## config.mk

```make
export PLATFORM = sky130hd
export DESIGN_NAME = multicycle_sequencer
export DESIGN_NICKNAME = d
export VERILOG_FILES = /design/src/rtl/multicycle_sequencer_pkg.sv /design/src/rtl/multicycle_sequencer_req_timeout.sv /design/src/rtl/multicycle_sequencer.sv
export SDC_FILE = /design/constraint.sdc
export NUM_CORES = 1
export LEC_CHECK = 0
export ABC_CLOCK_PERIOD_IN_PS = 6000
export BUFFER_PORTS_ARGS = -buffer_cell sky130_fd_sc_hd__buf_4
export CAP_MARGIN = 20
export CORE_MARGIN = 2
export CORE_UTILIZATION = 50
export DETAILED_ROUTE_END_ITERATION = 16
export GPL_ROUTABILITY_DRIVEN = 1
export PLACE_DENSITY = 0.79
export SLEW_MARGIN = 20
export SYNTH_ARGS = -nofsm -noshare
export SYNTH_HDL_FRONTEND = slang
export SYNTH_HIERARCHICAL = 1
export SYNTH_SLANG_ARGS = --single-unit
```

## constraint.sdc

```tcl
create_clock -name clk -period 6 [get_ports clk]
set_input_delay 1.8 -clock clk [delete_from_list [all_inputs] [get_ports clk]]
set_output_delay 1.8 -clock clk [all_outputs]
set_load 0.02 [all_outputs]
```

## src/rtl/multicycle_sequencer_pkg.sv

```systemverilog
// ============================================================================
// seq_pkg: states, opcode classes and fault codes for multicycle_sequencer
// Rev 1.0
// ============================================================================
`default_nettype none

package seq_pkg;

    typedef enum logic [2:0] {
        ST_IDLE   = 3'd0,
        ST_FETCH  = 3'd1,
        ST_DECODE = 3'd2,
        ST_EXEC   = 3'd3,
        ST_MEM    = 3'd4,
        ST_WB     = 3'd5,
        ST_FAULT  = 3'd6
    } state_t;

    localparam logic [6:0] OPC_LOAD   = 7'b0000011;
    localparam logic [6:0] OPC_STORE  = 7'b0100011;
    localparam logic [6:0] OPC_OP     = 7'b0110011;
    localparam logic [6:0] OPC_OPIMM  = 7'b0010011;
    localparam logic [6:0] OPC_BRANCH = 7'b1100011;

    localparam logic [1:0] FC_NONE    = 2'd0;
    localparam logic [1:0] FC_ILLEGAL = 2'd1;
    localparam logic [1:0] FC_IMEM_TO = 2'd2;
    localparam logic [1:0] FC_DMEM_TO = 2'd3;

    function automatic logic opcode_legal(input logic [6:0] opc);
        return (opc == OPC_LOAD)  || (opc == OPC_STORE) || (opc == OPC_OP) ||
               (opc == OPC_OPIMM) || (opc == OPC_BRANCH);
    endfunction

endpackage

`default_nettype wire

```

## src/rtl/multicycle_sequencer_req_timeout.sv

```systemverilog
// ============================================================================
// req_timeout: memory request wait counter with expiry flag
// Rev 1.0
// ============================================================================
`default_nettype none

module req_timeout #(
    parameter int TIMEOUT = 16
) (
    input  logic clk,
    input  logic rst_n,
    input  logic clear,
    input  logic count_en,
    output logic expired
);

    localparam logic [7:0] LIMIT = 8'(TIMEOUT - 1);

    logic [7:0] count;

    always_ff @(posedge clk or negedge rst_n) begin
        if (!rst_n) begin
            count <= 8'd0;
        end else if (clear) begin
            count <= 8'd0;
        end else if (count_en) begin
            count <= count + 8'd1;
        end
    end

    // count_en already excludes an ack, so an ack on the last cycle wins
    assign expired = count_en && (count == LIMIT);

endmodule

`default_nettype wire

```

## src/rtl/multicycle_sequencer.sv

```systemverilog
// ============================================================================
// multicycle_sequencer: FETCH/DECODE/EXEC/MEM/WB timing, retire count, traps
// Rev 1.0
// ============================================================================
`default_nettype none

module multicycle_sequencer
    import seq_pkg::*;
#(
    parameter int TIMEOUT = 16,
    parameter int CNT_W   = 32
) (
    input  logic             clk,
    input  logic             rst_n,
    input  logic             run,
    input  logic [31:0]      instr,
    output logic             imem_req,
    input  logic             imem_ack,
    output logic             dmem_req,
    output logic             dmem_we,
    input  logic             dmem_ack,
    output logic             ir_we,
    output logic             pc_we,
    output logic             reg_we,
    output logic             busy,
    output logic             fault,
    output logic [1:0]       fault_code,
    output logic [CNT_W-1:0] instret
);

    state_t     state;
    state_t     state_nxt;
    logic [1:0] code_nxt;
    logic [6:0] opc;
    logic       wait_count;
    logic       wait_clear;
    logic       wait_expired;
    logic       unused_instr;

    assign opc          = instr[6:0];
    assign unused_instr = ^instr[31:7];

    assign wait_count = ((state == ST_FETCH) && !imem_ack) ||
                        ((state == ST_MEM)   && !dmem_ack);
    assign wait_clear = !wait_count;

    req_timeout #(
        .TIMEOUT (TIMEOUT)
    ) u_req_timeout (
        .clk      (clk),
        .rst_n    (rst_n),
        .clear    (wait_clear),
        .count_en (wait_count),
        .expired  (wait_expired)
    );

    always_comb begin
        state_nxt = state;
        code_nxt  = fault_code;
        imem_req  = 1'b0;
        dmem_req  = 1'b0;
        dmem_we   = 1'b0;
        ir_we     = 1'b0;
        pc_we     = 1'b0;
        reg_we    = 1'b0;
        case (state)
            ST_IDLE: begin
                if (run) state_nxt = ST_FETCH;
            end
            ST_FETCH: begin
                imem_req = 1'b1;
                if (imem_ack) begin
                    ir_we     = 1'b1;
                    state_nxt = ST_DECODE;
                end else if (wait_expired) begin
                    state_nxt = ST_FAULT;
                    code_nxt  = FC_IMEM_TO;
                end
            end
            ST_DECODE: begin
                if (!opcode_legal(opc)) begin
                    state_nxt = ST_FAULT;
                    code_nxt  = FC_ILLEGAL;
                end else begin
                    state_nxt = ST_EXEC;
                end
            end
            ST_EXEC: begin
                if (opc == OPC_BRANCH) begin
                    pc_we     = 1'b1;
                    state_nxt = run ? ST_FETCH : ST_IDLE;
                end else if ((opc == OPC_LOAD) || (opc == OPC_STORE)) begin
                    state_nxt = ST_MEM;
                end else begin
                    state_nxt = ST_WB;
                end
            end
            ST_MEM: begin
                dmem_req = 1'b1;
                dmem_we  = (opc == OPC_STORE);
                if (dmem_ack) begin
                    if (opc == OPC_STORE) begin
                        pc_we     = 1'b1;
                        state_nxt = run ? ST_FETCH : ST_IDLE;
                    end else begin
                        state_nxt = ST_WB;
                    end
                end else if (wait_expired) begin
                    state_nxt = ST_FAULT;
                    code_nxt  = FC_DMEM_TO;
                end
            end
            ST_WB: begin
                reg_we    = 1'b1;
                pc_we     = 1'b1;
                state_nxt = run ? ST_FETCH : ST_IDLE;
            end
            ST_FAULT: begin
                state_nxt = ST_FAULT;
            end
            default: begin
                state_nxt = ST_IDLE;
            end
        endcase
    end

    // Status flags are registered from the next state so they line up with it
    always_ff @(posedge clk or negedge rst_n) begin
        if (!rst_n) begin
            state      <= ST_IDLE;
            busy       <= 1'b0;
            fault      <= 1'b0;
            fault_code <= FC_NONE;
            instret    <= '0;
        end else begin
            state      <= state_nxt;
            busy       <= (state_nxt != ST_IDLE) && (state_nxt != ST_FAULT);
            fault      <= (state_nxt == ST_FAULT);
            fault_code <= code_nxt;
            if (pc_we) instret <= instret + CNT_W'(1);
        end
    end

endmodule

`default_nettype wire

```

==> results of run 1 <==
## cell usage in the layout (no fill, tap or decap), drive strengths merged, types with 2 or more instances in the layout
| master | count |
|---|---|
| or3 | 3 |
| nor3b | 2 |
| nor3 | 13 |
| nor2b | 6 |
| and3 | 2 |
| clkbuf | 6 |
| buf | 53 |
| and4b | 2 |
| xor2 | 23 |
| ha | 2 |
| o211a | 3 |
| and4bb | 2 |
| dfrtp | 47 |
| nand4 | 12 |
| nor2 | 17 |
| o2111ai | 2 |
| o21ai | 5 |
| nand2 | 22 |
| nor4 | 5 |
| a21oi | 6 |
| inv | 11 |
| and2 | 3 |
| nand3 | 12 |
| nand2b | 4 |
| xnor2 | 13 |
| nor4b | 3 |
## worst max-delay path, delay by kind of cell
| family | cells | cell delay [ps] |
|---|---|---|
| AOI/OAI and AO/OA | 1 | 290 |
| and+or+nand+nor | 2 | 500 |
| buffers and inverters | 3 | 470 |
## area by class of cell
class,instances,share of cell area (%)
multi-input cells,179,43.02
flip-flops and latches,47,37.48
repair buffers,53,12.68
well taps,70,2.791
clock buffers,6,2.313
inverters,11,1.316
clock inverters,2,0.3987
## routing by layer
layer  track usage (%)  routed length [µm]  up-vias  part of all wire (%)
li1                  -                   -      965                     -
met1             26.00                2388      953                    47
met2             29.47                2417       42                    47
met3             4.976                 239        4                   4.7
met4             5.818                  49        0                  0.96
met5                 0                   0        -                     0
## how the worst max path moves through the flow
stage	start	end	slack, ps
after global placement	dmem_ack	pc_we	1140
final	dmem_ack	pc_we	1130
after CTS	dmem_ack	pc_we	1130
after global routing	dmem_ack	pc_we	1080
after floorplan	instr[2]	pc_we	1620
after detailed placement	dmem_ack	pc_we	1130
## cell families (layout without fill, tap and decap cells)
group / count (synthesis) / in the layout / synth area share (%)
compound gates: 27 / 27 / 8.765
xor+xnor: 36 / 36 / 12.07
fa+ha+maj: 2 / 2 / 0.9577
buf+inv: 18 / 72 / 3.304
flops: 47 / 47 / 45.02
mux: 1 / 1 / 0.3832
simple gates: 113 / 113 / 29.50
## sequential cells by signal (all words and copies together), names as in the netlist
name                 count
fault                    1
u_req_timeout/count      8
instret                 32
busy                     1
state                    3
fault_code               2
## power by group through the flow
stage,clock network (µW),registers (µW),logic (µW)
finish,185,408,324
detailed placement,0,413,326
CTS,190,407,327
floorplan,0,419,224
global route,204,417,352
global placement,0,412,321
## per-stage QoR
stage                     total power, µW  cell area (µm²)  utilization, %  hold slack, ps
after CTS                           923.7             3138           61.83           476.3
after global placement              732.4             3053           60.16           456.6
after detailed placement            738.9             3053           60.16           461.0
final                               915.8             3138           61.83           474.5
after global routing                972.5             3138           61.83           488.3
after floorplan                     643.4             2613               -           534.6
==> metrics.cfg, run 1 <==
[floorplanning]
io_pins = 79
die_x_um = 76.29
core_region_area_um2 = 5075
rows = 26
initial_core_util_pct = 51.48
die_y_um = 76.29
die_area_um2 = 5819

[drt]
wirelength_mm = 5.094
drc = 0
drtIter0Drc = 84
wl_per_cell_um = 13.84
vias_per_cell = 5.337
drtPass1Iterations = 4
vias = 1964
drt.antenna.violating_nets = 0

[power_and_ir_drop]
ir_drop_uv = 223.7
combPwrFrac_pct = 35.3
powerDensity_nw_per_um2 = 291.9
clkPwrFrac_pct = 20.1
switching_share_pct = 37.83
power.leakage_uw = 0.001491
power_frac_seq_pct = 44.5
cell_internal_pwr_uw = 569.4
power.switching_uw = 346.5

[synth]
synth_nets = 283
synth_common_cells = dfrtp_1, xor2_1, nand2_1, nor2_1
synth_top_area_share_pct = 45.02
synth_ff_type = dfrtp_1
synth_cell_types = 58
postSynthCellCount = 244
synthArstFlopShare_pct = 100.0
synth_area_leaders = dfrtp_1, xor2_1, nor3_2
synth.most_common_cell = dfrtp_1
syn_area_um2 = 2613
synth_edf_count = 0
synth_seq_cells = 47
yosys.area.top_type = dfrtp_1
synth-seq-area-share_pct = 45.02
synth.avg_cell_area_um2 = 10.71
yosys_warnings = 6

[sta]
finalHoldViolations = 0
finalSetupViolations = 0
worst_pin_slew_ps = 722.4
maxSlewHeadroom_pct = 51.84
fin_setup_tns_ps = 0
max_clock_freq_mhz = 205.4
setup_ws_ps = 1132
period_minus_slack_ps = 4868
slew_viol_final = 0
clock_skew_ps = 9.354
rsz0062_at_grt = false
post-route-period-util_pct = 81.13

[critical_path]
cp-end-kind = primary output
cpMaxStageDelayCell = o211a_4
worstPathCellList = buf_4 -> and4bb_1 -> o211a_4 -> nor2_8 -> inv_2 -> buf_4
startpoint_type = input port
r2r_cells = 9
required_ps = 4200
crit_arrival_ps = 3070
rr_endpoint = busy$_DFF_PN0_
crit_top_cell = buf_4
r2r_setup_slack_ps = 2870
crit_path_max_incr_delay_ps = 290
rr_startpoint = state[0]$_DFF_PN0_
worstSetupPathType = input port to primary output
crit_fanout = 18

[global_route]
grt_max_degree = 48
grt_pass1_wl_mm = 9.052
antenna_found_initial = 0
overflow = 0
grt_pass1_vias = 1906
grt_use_total_pct = 18.90

[finish]
regArea_um2 = 1176
nNetsFinal = 336
syn2layout_area_growth_pct = 20.11
nFillCells = 454
diodes = 0
multiInputGateArea_um2 = 1350
final-instance-count-excl-fill = 368
drive_gt1_share_pct = 31.21

[clocking]
cts_sinks = 47
cts_resized = 0
cts_inserted_buffers = 5
cts_tree = done
cts_buffer_depth = 2
path_clk_slew_ps = 80
insertion_delay_ps = 300
post-cts-setup-buffer-count = 0
ctsHoldBuffers = 0
clockRootBuffer = clkbuf_8
cts_max_level = 2

[min_path]
whs_endpoint = instret[31]$_DFFE_PN0P_
hold_class = flip-flop to flip-flop
hold_start = instret[31]$_DFFE_PN0P_
worstHoldPathCells = 1

[run_status]
outcome = completed

[job]
cap_violations = 0

[placement]
dp_cells = 360
finalWeightedCongestion = 0.8219
pre_cts_ws_ps = 1127
portBuffers = 53
dp_hpwl_mm = 3.712

(Power assumes the default switching activity.)
==> run 2, diff against run 1 <==
--- a/config.mk
+++ b/config.mk
@@ -5,14 +5,15 @@
 export SDC_FILE = /design/constraint.sdc
 export NUM_CORES = 1
 export LEC_CHECK = 0
-export ABC_CLOCK_PERIOD_IN_PS = 6000
+export ABC_AREA = 1
+export ABC_CLOCK_PERIOD_IN_PS = 4700
 export BUFFER_PORTS_ARGS = -buffer_cell sky130_fd_sc_hd__buf_4
 export CAP_MARGIN = 20
 export CORE_MARGIN = 2
 export CORE_UTILIZATION = 50
 export DETAILED_ROUTE_END_ITERATION = 16
 export GPL_ROUTABILITY_DRIVEN = 1
-export PLACE_DENSITY = 0.79
+export PLACE_DENSITY = 0.77
 export SLEW_MARGIN = 20
 export SYNTH_ARGS = -nofsm -noshare
 export SYNTH_HDL_FRONTEND = slang
==> constraint.sdc (replaced) <==
create_clock -name clk -period 4.7 [get_ports clk]
set_input_delay 1.41 -clock clk [delete_from_list [all_inputs] [get_ports clk]]
set_output_delay 1.41 -clock clk [all_outputs]
set_load 0.02 [all_outputs]
==> metrics.cfg, run 2 <==
[run_status]
outcome = completed

[sta]
clock_skew_ps = 4.969
maxSlewHeadroom_pct = 58.58
worst_pin_slew_ps = 614.8
post-route-period-util_pct = 80.04
slew_viol_final = 0
period_minus_slack_ps = 3762
rsz0062_at_grt = false
finalSetupViolations = 0
max_clock_freq_mhz = 265.8
fin_setup_tns_ps = 0
finalHoldViolations = 0

[finish]
final_common_cell = nand2_1
diodes = 0
largest_reg_flops = 32
top_register = instret
design_area_um2 = 3616
reg.largest.list = instret: 32 flops, u_req_timeout/count: 8 flops, state: 3 flops
nNetsFinal = 561
nFillCells = 570
drive_gt1_share_pct = 14.91
final_cell_mix = nand2_1, nor2_1, buf_4, inv_1, dfrtp_1
syn2layout_area_growth_pct = 18.44
final-instance-count-excl-fill = 598

[floorplanning]
initial_core_util_pct = 51.56
die_area_um2 = 6747
die_x_um = 82.14
rows = 28
core_region_area_um2 = 5921
die_y_um = 82.14
io_pins = 79

[clocking]
cts_sinks = 47
cts_tree = done
ctsHoldBuffers = 0
path_clk_slew_ps = 90
cts_buffer_depth = 2
post-cts-setup-buffer-count = 0
insertion_delay_ps = 300
cts_max_level = 2
cts_resized = 0
cts_inserted_buffers = 5
clockRootBuffer = clkbuf_8

[global_route]
top_usage_layer = met2
grt_max_degree = 50
grtUsageMet2_pct = 40.73
grt_use_total_pct = 22.77
grt_pass1_vias = 2835
overflow = 0
antenna_found_initial = 0
gr-usage-met1_pct = 27.34
grt_pass1_wl_mm = 12.00
gr-usage-met3_pct = 3.587

[critical_path]
crit_fanout = 5
startpoint_type = input port
crit_arrival_ps = 2350
cp-end-kind = primary output
worstSetupPathType = input port to primary output
required_ps = 3290

[power_and_ir_drop]
ir_drop_uv = 240.0
powerDensity_nw_per_um2 = 360.5
power.leakage_uw = 0.001829

[drt]
drt.antenna.violating_nets = 0
vias = 3051
vias_per_cell = 5.102
wirelength_mm = 7.111
drtIter0Drc = 152
wl_per_cell_um = 11.89
drtPass1Iterations = 4
drc = 0

[synth]
synthXorXnorAreaFrac_pct = 4.016
synth_top_family_by_area = simple AND/OR/NAND/NOR gates
syn_area_um2 = 3053
synth.most_common_cell = nand2_1
synth_fa_ha_area_share_pct = 0.8197
synth.avg_cell_area_um2 = 6.537
synth_cell_types = 27
synth_compound_area_share_pct = 5.164
yosys_warnings = 6
synth_simple_gate_area_share_pct = 43.07
synth-seq-area-share_pct = 38.52
synth_top_area_share_pct = 38.52
synth_nets = 506
synthMuxAreaShare_pct = 0
synth_seq_cells = 47
synth_area_leaders = dfrtp_1, nand2_1, nor2_1
synth_common_cells = nand2_1, nor2_1, dfrtp_1, inv_1, nand3_1
yosys.area.top_type = dfrtp_1
synthArstFlopShare_pct = 100.0
synth_ff_type = dfrtp_1
postSynthCellCount = 467
synth_edf_count = 0

[placement]
finalWeightedCongestion = 0.9275
dp_hpwl_mm = 5.447
dp_cells = 590
portBuffers = 53
place_area_um2 = 3498

[job]
cap_violations = 0

[min_path]
hold_class = flip-flop to flip-flop

run 2: changes by cell type in the layout (fill, tap and decap cells not counted), moves of 10 or more:
cell and change:
xor2_1 -13, nand3b_1 +10, nand3_1 +15, inv_1 +38, nor2_1 +61, o21ai_0 +17, nor3_2 -13, nand2_1 +156
run 2: worst max-delay path, stage by stage:
cell	delay [ps]
buf_4	110
inv_1	40
nand2_1	40
nor2_1	260
nand4_1	150
nand3_2	160
buf_4	160
run 2: path summary, 6_finish.rpt:
check | startpoint | to | slack, ps | depth (start not counted)
max in group asynchronous | rst_n | busy$_DFF_PN0_ | 3200 | 1
min in group asynchronous | rst_n | instret[3]$_DFFE_PN0P_ | 1110 | 1
worst min-delay path | fault_code[0]$_DFFE_PN0P_ | fault_code[0]$_DFFE_PN0P_ | 500 | 2
worst max-delay path | instr[2] | pc_we | 940 | 7
worst min register to register | fault_code[0]$_DFFE_PN0P_ | fault_code[0]$_DFFE_PN0P_ | 500 | 2
worst max register to register | state[1]$_DFF_PN0_ | fault_code[1]$_DFFE_PN0P_ | 2090 | 12
run 2: layout make-up:
cell class	count	area, µm²	area share (%)
clock inverters	2	35.03	0.9689
clock buffers	6	82.58	2.284
repair buffers	54	405.4	11.21
multi-input cells	360	1620	44.81
inverters	54	202.7	5.606
well taps	75	93.84	2.595
flip-flops and latches	47	1176	32.53
run 2: cells by family after synthesis:
| logic type | Yosys count |
|---|---|
| compound gates | 31 |
| xor+xnor | 14 |
| fa+ha+maj | 2 |
| buf+inv | 60 |
| flops | 47 |
| simple gates | 313 |
run 2: layer usage:
layer  vias up  share of wire, %
met2        91                49
met5         -                 0
li1       1560                 -
met1      1387                44
met4         0               2.0
met3        13               5.2
run 2: metrics by stage:
| step | power [µW] | util (%) | setup WS (ps) | hold slack, ps |
|---|---|---|---|---|
| 4_1_cts | 1314 | 61.07 | 939.1 | 501.7 |
| 6_report | 1303 | 61.07 | 938.3 | 499.8 |
| 2_1_floorplan | 856.1 | - | 1063 | 468.3 |
| 5_1_grt | 1394 | 61.07 | 815.6 | 544.9 |
| 3_3_place_gp | 987.6 | 59.09 | 950.9 | 474.3 |
| 3_5_place_dp | 1003 | 59.09 | 941.5 | 477.7 |
run 2: report_power, final:
| part | internal [µW] | total, µW | switching, µW |
|---|---|---|---|
| logic | 164 | 493 | 330 |
| clock network | 172 | 309 | 137 |
| registers | 452 | 501 | 49.2 |
